--- src/rtl/mipi_dphy_pkg.sv ---
// Shared definitions for the D-PHY transmit path: HS state encoding and the default leader byte.
package mipi_dphy_pkg;

    typedef enum logic [1:0] {
        IDLE  = 2'd0,
        SYNC  = 2'd1,
        DATA  = 2'd2,
        TRAIL = 2'd3
    } hs_state_t;

    localparam logic [7:0] DEF_SYNC_BYTE = 8'hB8;

endpackage

--- src/rtl/hs_serializer.sv ---
// HS burst serializer: leader byte, payload bytes and HS-trail, emitted as 2-bit pairs
// (even bit on Serial_B1, odd bit on Serial_B2) for a downstream DDR output register.
module hs_serializer
    import mipi_dphy_pkg::*;
#(
    parameter int unsigned TRAIL_CYCLES = 8,
    parameter logic [7:0]  SYNC_BYTE    = DEF_SYNC_BYTE
) (
    input  logic       TX_DDR_clk,
    input  logic       TX_rst_n,
    input  logic       HS_req,
    input  logic [7:0] Byte_data,
    input  logic       Byte_valid,
    output logic       Byte_ready,
    output logic       Serial_B1,
    output logic       Serial_B2,
    output logic       Enable,
    output logic       HS_busy
);

    localparam logic [7:0] TRAIL_LAST = 8'(TRAIL_CYCLES);

    hs_state_t   state;
    logic [1:0]  phase;
    logic [7:0]  trail_cnt;
    logic [5:0]  rest;       // untransmitted bits of the current byte, LSB pair next
    logic        handshake;

    // Ready only in the last pair slot so the next byte follows with no gap.
    assign Byte_ready = ((state == SYNC) || (state == DATA)) && (phase == 2'd3) && HS_req;
    assign handshake  = Byte_ready && Byte_valid;

    always_ff @(posedge TX_DDR_clk or negedge TX_rst_n) begin
        if (!TX_rst_n) begin
            state     <= IDLE;
            phase     <= 2'd0;
            trail_cnt <= 8'd0;
            rest      <= 6'd0;
            Serial_B1 <= 1'b0;
            Serial_B2 <= 1'b0;
            Enable    <= 1'b0;
            HS_busy   <= 1'b0;
        end else begin
            case (state)
                IDLE: begin
                    if (HS_req && Byte_valid) begin
                        state                  <= SYNC;
                        phase                  <= 2'd0;
                        {Serial_B2, Serial_B1} <= SYNC_BYTE[1:0];
                        rest                   <= SYNC_BYTE[7:2];
                        Enable                 <= 1'b1;
                        HS_busy                <= 1'b1;
                    end
                end
                SYNC, DATA: begin
                    if (phase != 2'd3) begin
                        phase                  <= phase + 2'd1;
                        {Serial_B2, Serial_B1} <= rest[1:0];
                        rest                   <= {2'b00, rest[5:2]};
                    end else if (handshake) begin
                        state                  <= DATA;
                        phase                  <= 2'd0;
                        {Serial_B2, Serial_B1} <= Byte_data[1:0];
                        rest                   <= Byte_data[7:2];
                    end else begin
                        // Trail level is the inverse of the last bit sent (the odd bit).
                        state     <= TRAIL;
                        phase     <= 2'd0;
                        trail_cnt <= 8'd1;
                        Serial_B1 <= ~Serial_B2;
                        Serial_B2 <= ~Serial_B2;
                    end
                end
                TRAIL: begin
                    if (trail_cnt == TRAIL_LAST) begin
                        state     <= IDLE;
                        trail_cnt <= 8'd0;
                        Serial_B1 <= 1'b0;
                        Serial_B2 <= 1'b0;
                        Enable    <= 1'b0;
                        HS_busy   <= 1'b0;
                    end else begin
                        trail_cnt <= trail_cnt + 8'd1;
                    end
                end
                default: state <= IDLE;
            endcase
        end
    end

endmodule

--- config.mk ---
export PLATFORM = sky130hd
export DESIGN_NAME = hs_serializer
export DESIGN_NICKNAME = d
export VERILOG_FILES = /design/src/rtl/mipi_dphy_pkg.sv /design/src/rtl/hs_serializer.sv
export SDC_FILE = /design/constraint.sdc
export NUM_CORES = 1
export LEC_CHECK = 0
export CORE_MARGIN = 2
export CORE_UTILIZATION = 35
export CTS_BUF_LIST = sky130_fd_sc_hd__clkbuf_2
export CTS_CLUSTER_SIZE = 25
export DETAILED_ROUTE_END_ITERATION = 12
export MAX_ROUTING_LAYER = met4
export PLACE_DENSITY = 0.55
export SLEW_MARGIN = 15
export SYNTH_ARGS = -nofsm -noshare
export SYNTH_HDL_FRONTEND = slang
export SYNTH_SLANG_ARGS = --single-unit
--- constraint.sdc ---
create_clock -name TX_DDR_clk -period 5.3 [get_ports TX_DDR_clk]
set_input_delay 1.06 -clock TX_DDR_clk [delete_from_list [all_inputs] [get_ports TX_DDR_clk]]
set_output_delay 1.06 -clock TX_DDR_clk [all_outputs]
set_load 0.005 [all_outputs]
==> impl_metrics.tcl <==
set metrics [dict create \
    syn2layout_area_growth_pct 17.15 \
    drt_iter0_drc 42 \
    endpoint_kind "output pin" \
    power.share.switching_pct 43.87 \
    cp-start-kind "input pin" \
    final_antenna_net_count 0 \
    regArea_um2 525.5 \
    synth_top_area_share_pct 43.66 \
    wl_mm 2.566 \
    cts_buffers 3 \
    combinationalPowerShare_pct 54.2 \
    async_flop_share_pct 100.0 \
    holdWs_ns 0.5108 \
    layout_commonest_cell "dfrtp_1" \
    fillers 350 \
    synthSimpleGateAreaFrac_pct 17.15 \
    syn_nets 143 \
    finalCritPeriodShare_pct 62.66 \
    path_max_fanout 4 \
    p_sw_uw 322.2 \
    antenna_cells 0 \
    critPathRequiredTime_ns 4.24 \
    setup-tns-final_ns 0 \
    first_pass_iters 6 \
    root_buffer "clkbuf_2" \
    hold_buffers 0 \
    drcViolationCount 0 \
    yosys_most_used_dff "dfrtp_1" \
    powerDensity_mw_per_mm2 520.9 \
    netlist_area_mm2 0.001204 \
    clkPwrFrac_pct 10.1 \
    p_leak_uw 0.0005782 \
    rsz0062_at_grt "no" \
    dieHeight_um 62.65 \
    seqPwrFrac_pct 35.7 \
    clk_latency_ns 0.34 \
    die_w_um 62.65 \
    grt_pass1_vias 1013 \
    grt_max_degree 22 \
    synth_edf_count 0 \
    synth_mux_area_share_pct 7.069 \
    hold_class "reg -> reg" \
    start_util_pct 36.36 \
    multi_input_area_um2 616.8 \
    clkSinkCount 21 \
    hold_viol 0 \
    internal-power_uw 412.3 \
    drive_gt1_share_pct 10.71 \
    crit_type "in -> out" \
    synthCells 126 \
    finalWorstSetupSlack_ns 1.979 \
    power_uw 734.5 \
    clock_skew_ns 0.001157 \
    gp_congestion 0.7437 \
    cts_resized 0 \
    status "complete, no violations" \
    worst_pin_slew_ns 0.9839 \
    via_count 991 \
    cts_setup_buffers 0 \
    crit_arrival_ns 2.26 \
    ctsHtreeMaxLevel 1 \
    fmax_ghz 0.3011 \
    std_cell_rows 21 \
    die_area_mm2 0.003924 \
    place_ws_ns 1.971 \
    max-cap-violations 0 \
    coreArea_mm2 0.003311 \
    final_cells 186 \
    setup_viol 0 \
    routedWlPerCell_um 13.80 \
    yosysUniqueCellTypes 37 \
    postSynthAreaPerCell_um2 9.553 \
    port_buffers 16 \
    clockBufferDepth 2 \
    synth_compound_area_share_pct 21.31 \
    synthAdderAreaFrac_pct 5.198 \
    antenna_found_initial 0 \
    final_nets 158 \
    cts_tree "yes" \
    via_per_inst 5.328 \
    synth_xor_area_share_pct 0 \
    numPlacedInstances 182 \
    ys_seq_area_share_pct 43.66 \
    fin_crit_ns 3.321 \
    yosys_register_bits 21 \
    io_pins 17 \
    drv_slew 0 \
    hpwl_mm 1.779 \
    grt_use_total_pct 15.16 \
    slew_headroom_pct 34.20 \
    mostFrequentLayoutCells "21 x dfrtp_1, 16 x clkdlybuf4s50_1, 11 x o21ai_0" \
    grt_pass1_wl_mm 4.574 \
    netlist.top_cell.by_area "dfrtp_1" \
    ys_warn_count 0 \
    peakVddDrop_uv 206.4 \
    synth_area_leaders "dfrtp_1 44%, ha_1 5.2%, o21ai_0 4.6%" \
    gr-total-overflow 0 \
    synth_top_family_by_area "compound AO/OA/AOI/OAI gates" \
    clk_pin_slew_worst_paths_ns 0.21 \
]
[cell usage after synthesis (2+ instances only)]
| library cell | count |
|---|---|
| clkbuf_1 | 4 |
| a31oi_1 | 6 |
| o22ai_1 | 2 |
| o31ai_1 | 3 |
| mux2_2 | 3 |
| mux2i_1 | 4 |
| o21ai_0 | 11 |
| dfrtp_1 | 21 |
| nand2_1 | 10 |
| or3_1 | 4 |
| nor2_1 | 7 |
| and2_1 | 3 |
| ha_1 | 5 |
| a21oi_1 | 9 |
| nand3_1 | 5 |
| inv_1 | 8 |
[metal layers]
metal / wire length, um / part of all wire, % / vias up / GRT usage [%]
met5: 0 / 0 / - / -
met4: 55 / 2.1 / 0 / 7.500
met3: 75 / 2.9 / 5 / 2.342
met2: 1140 / 44 / 15 / 22.98
met1: 1295 / 50 / 481 / 19.77
li1: - / - / 490 / -
[logic make-up after synthesis]
kind of cell | count (synthesis)
buf+inv | 14
simple gates | 39
flops | 21
fa+ha+maj | 5
mux | 8
compound gates | 39
[sequential cells by signal, indices dropped and copies added (netlist names)]
name       cells
state          2
HS_busy        1
trail_cnt      8
Serial_B1      1
phase          2
rest           6
Serial_B2      1
[metrics by stage]
stage	util (%)	cell area [um2]
floorplan	-	1204
global placement	41.80	1384
detailed placement	41.80	1384
CTS	42.40	1404
global route	42.59	1410
finish	42.59	1410
[worst max-delay path, cell delays in order]
cell	delay, ns
clkdlybuf4s50_1	0.52
and3_1	0.18
clkdlybuf4s50_1	0.50
[power by group through the flow]
stage	sequential (uW)	combinational, uW	clock, uW
floorplan	249	325	0
global placement	263	386	0
detailed placement	266	397	0
CTS	262	399	75.5
global route	273	453	83.0
finish	262	398	74.1
[worst paths after layout]
path                                from      endpoint  slack [ns]  cells past startpoint
worst max-delay path              HS_req    Byte_ready        1.98                      3
worst min-delay path            phase[0]      phase[0]        0.51                      1
worst max register to register  state[0]  trail_cnt[5]        2.93                      5
worst min register to register  phase[0]      phase[0]        0.51                      1
max in group asynchronous       TX_rst_n      phase[0]        3.50                      1
min in group asynchronous       TX_rst_n  trail_cnt[1]        1.22                      1
[layout make-up]
class	count	area share (%)
clock buffer	4	1.420
timing repair buffer	16	11.36
sequential	21	37.27
multi-input combinational	91	43.74
inverter	8	2.130
tap	46	4.082
(Power assumes the default switching activity.)
==> patch 1 (same settings) <==
The 4 states of `hs_state_t` get a one-hot encoding in 4 bits.
--- a/src/rtl/mipi_dphy_pkg.sv
+++ b/src/rtl/mipi_dphy_pkg.sv
@@ -1,11 +1,11 @@
 // Shared definitions for the D-PHY transmit path: HS state encoding and the default leader byte.
 package mipi_dphy_pkg;
 
-    typedef enum logic [1:0] {
-        IDLE  = 2'd0,
-        SYNC  = 2'd1,
-        DATA  = 2'd2,
-        TRAIL = 2'd3
+    typedef enum logic [3:0] {
+        IDLE  = 4'b0001,
+        SYNC  = 4'b0010,
+        DATA  = 4'b0100,
+        TRAIL = 4'b1000
     } hs_state_t;
 
     localparam logic [7:0] DEF_SYNC_BYTE = 8'hB8;
Formal check against the unedited RTL: no difference found for any inputs over 10 cycles, from zero or initial values and one cycle with TX_rst_n low; not proved beyond that.
==> patch 1 against the original RTL <==
Routed wire length rose by 7.1%; synthesized area rose by 9.7%; fmax fell by 3.5%; final cell count rose by 5.4%; sequential share of layout area rose by 1.3 points; final area rose by 6.1%; register-to-register slack barely moved; setup slack got worse by 0.12 ns; sequential cell count rose by 2.
Power is not compared: it rests on default switching activity, and its combinational part moved more than twofold at a synthesized area within 25%.
==> patch 1: results (changes against the original RTL) <==
Logic synthesis
  – Total nets after synthesis: 154 (+7.7%)
  – Register area share after synthesis: 43.7% (about the same)
  – Commonest cells in the synthesized netlist: dfrtp_1, a21oi_1, nand2_1
  – Ranking of synthesized cells by area: dfrtp_1, a21oi_1, mux2i_1

GRT
  – Maximum number of pins on one net before global-route repair: 24 (+9.1%)
  – Met2 Usage GRT: 23.5% (+0.49 points)
  – Vias in the first global route: 1,014 (+0.099%)
  – Fraction of met3 tracks used by global routing: 2.91% (+0.57 points)
  – Wire length of the first global-routing pass: 4.75 mm (+3.8%)

Worst setup path
  – Worst-path fanout max: 10 (+6)
  – Arrival @ worst endpoint: 2.38 ns (+0.12 ns)

Place
  – Placer Congestion: 0.800 (+7.5%)
  – Cell area reported after detailed placement: 0.00148 mm² (+6.7%)
  – Half-perimeter wire length of the detailed placement result: 2.03 mm (+14%)
  – Placed cells: 192 (+5.5%)

Finish
  – Total Nets Final: 164 (+3.8%)
  – Finished Layout Cells: 196 (+5.4%)

Detailed routing
  – Post-DR vias/cell: 5.51 (+3.3%)
  – Metal1 wirelength: 1.32 mm (+2.2%)
  – First-iteration detailed-routing DRC count: 84 (+100%)
  – First-pass iteration count of the detailed router: 4 (-2)
  – Detail Route met3 WL: 112 µm (+49%)

Run status
  – Outcome: complete, no violations

Timing
  – Largest clock skew in the final design: 0.00825 ns (+0.00709 ns)
  – Worst slew slack as a fraction of its limit: 30.9% (-3.3 points)
-- patch 1: cells by family after synthesis --
| kind of cell | synth area share [%] |
|---|---|
| multiplexers | 4.55 |
| XOR/XNOR | 1.33 |
| adder cells (fa/ha/maj) | 2.84 |
| buffers and inverters | 5.69 |
| AND/OR/NAND/NOR | 18.7 |
| flip-flops | 43.7 |
| AO/OA/AOI/OAI | 23.2 |
-- patch 1: critical path, stage by stage --
cell and delay [ns]:
clkdlybuf4s50_1 0.61, and3_1 0.21, clkdlybuf4s50_1 0.50
-- patch 1: final timing paths --
| path | end | slack, ns | start |
|---|---|---|---|
| worst max register to register | rest[2] | 2.93 | phase[0] |
| worst min-delay path | trail_cnt[7] | 0.51 | trail_cnt[7] |
| max in group asynchronous | rest[5] | 3.44 | TX_rst_n |
| worst min register to register | trail_cnt[7] | 0.51 | trail_cnt[7] |
| worst max-delay path | Byte_ready | 1.86 | HS_req |
| min in group asynchronous | trail_cnt[6] | 1.24 | TX_rst_n |
-- patch 1: layout make-up --
type | instances | area, µm²
Fill cell | 379 | 2140
Multi-Input combinational cell | 102 | 668
Sequential cell | 23 | 577
Timing Repair Buffer | 16 | 160
Tap cell | 48 | 60.1
Clock buffer | 4 | 20.0
Inverter | 3 | 11.3
-- patch 1: metrics by stage --
| stage | power [mW] | hold slack, ns |
|---|---|---|
| 5_1_grt | 0.578 | 0.533 |
| 3_5_place_dp | 0.461 | 0.466 |
| 6_report | 0.530 | 0.507 |
| 3_3_place_gp | 0.456 | 0.460 |
| 4_1_cts | 0.537 | 0.510 |
| 2_1_floorplan | 0.410 | 0.446 |
==> patch 2 (same settings) <==
Without the edit above. Set the parameter `TRAIL_CYCLES` to 7 (it was 8).
--- a/src/rtl/hs_serializer.sv
+++ b/src/rtl/hs_serializer.sv
@@ -3,7 +3,7 @@
 module hs_serializer
     import mipi_dphy_pkg::*;
 #(
-    parameter int unsigned TRAIL_CYCLES = 8,
+    parameter int unsigned TRAIL_CYCLES = 7,
     parameter logic [7:0]  SYNC_BYTE    = DEF_SYNC_BYTE
 ) (
     input  logic       TX_DDR_clk,
Function: no difference found for any inputs over 10 cycles, from zero or initial values and one cycle with TX_rst_n low; that may be too few to reach the edited logic, so the function may still have changed.
==> patch 2 against the original RTL <==
Final cell count fell by 1.1%; power fell by 12%; combinational power fell by 17%; sequential share of layout area rose by 0.47 points; setup slack improved by 0.043 ns; count of clock-buffer cells in the layout did not move; sequential cell count did not move; routed wire length fell by 7.8%; core utilization fell by 0.53 points; synthesized area fell by 1.2%; hold slack improved by 0.034 ns; critical path depth rose by 1; final area fell by 1.2%; critical path type is now reg -> out; critical endpoint unchanged; largest cell class unchanged; highest routed layer unchanged.
==> patch 2: results (changes against the original RTL) <==
Pwr
  – Maximum VDD drop: 0.151 mV (-27%)
  – Leakage power: 0.547 nW (-5.5%)
  – Fraction of power consumed by sequential logic: 37.9% (+2.2 points)
  – Switching power as a share of total power: 41.8% (-2.1 points)

Finish
  – Fraction of layout instances using a drive strength above 1: 8.70% (-2.0 points)
  – Fill count: 344 (-1.7%)

Place
  – Cell area reported after detailed placement: 0.00137 mm² (-0.81%)
  – Half-perimeter wire length of the detailed placement result: 1.71 mm (-3.9%)
  – Pre-CTS setup slack: 2.03 ns (+0.0574 ns)

Run status
  – Outcome: complete, no violations

Logic synthesis
  – Register area share after synthesis: 44.2% (+0.55 points)
  – Total nets after synthesis: 142 (-0.70%)
  – Compound-gate portion of the synthesized area: 23.2% (+1.8 points)
  – Number of different library cells in the post-synthesis netlist: 36 (-2.7%)
  – Ranking of synthesized cells by area: dfrtp_1, o21ai_0, ha_1
  – Post-synthesis mux area share: 5.26% (-1.8 points)
  – Commonest cells in the synthesized netlist: dfrtp_1, o21ai_0, nand2_1
  – Synth Area in Adders: 4.21% (-0.99 points)

Worst setup path
  – Critical path's top delay family: adder cells
  – Critical path's slowest cell: ha_1
  – Critical path's largest stage delay: 0.64 ns (+0.12 ns)
  – Worst-path fanout max: 19 (+15)
  – End of the worst register-to-register path: trail_cnt[4]

Hold path
  – Worst hold path endpoint: trail_cnt[1]
  – Critical hold path startpoint: trail_cnt[1]

GRT
  – Vias in the first global route: 937 (-7.5%)
  – Wire length of the first global-routing pass: 4.20 mm (-8.3%)

Detailed routing
  – Detail Route met3 WL: 88 µm (+17%)
  – First-iteration detailed-routing DRC count: 66 (+57%)
  – Total via count in the routed design: 972 (-1.9%)
  – Mean routed wirelength per cell: 12.9 µm (-6.8%)
  – Met2 routed wirelength: 1.16 mm (+1.5%)
  – First-pass iteration count of the detailed router: 4 (-2)

Timing
  – Portion of the clock cycle consumed by the worst path in the final layout: 61.9% (-0.80 points)
  – Largest clock skew in the final design: 0.00893 ns (+0.00778 ns)
patch 2: cell count changes after synthesis, sizes merged, moves of 2 or more:
cell,unedited run,this run
mux2,4,2
a211oi,0,2
o21ai,11,13
inv,8,4
a21oi,9,5
a22o,1,3
o31ai,4,6
nand2b,1,3
o22ai,2,0
clkbuf,4,6
patch 2: routing by layer:
layer	global-route usage, %	vias to the layer above
met5	-	-
met4	6.67	0
met3	2.90	5
met2	23.4	16
met1	16.3	458
li1	-	493
patch 2: cell type report:
class                      count  area, µm²  share of cell area, %
clock buffer                   4       20.0                   1.44
inverter                       4       15.0                   1.08
multi-input combinational     93        614                   44.1
sequential                    21        526                   37.7
tap                           46       57.6                   4.13
timing repair buffer          16        160                   11.5
patch 2: through the flow:
step | cells | total power, mW
floorplan | 126 | 0.504
global placement | 180 | 0.575
detailed placement | 180 | 0.586
CTS | 184 | 0.660
global route | 184 | 0.718
finish | 184 | 0.646
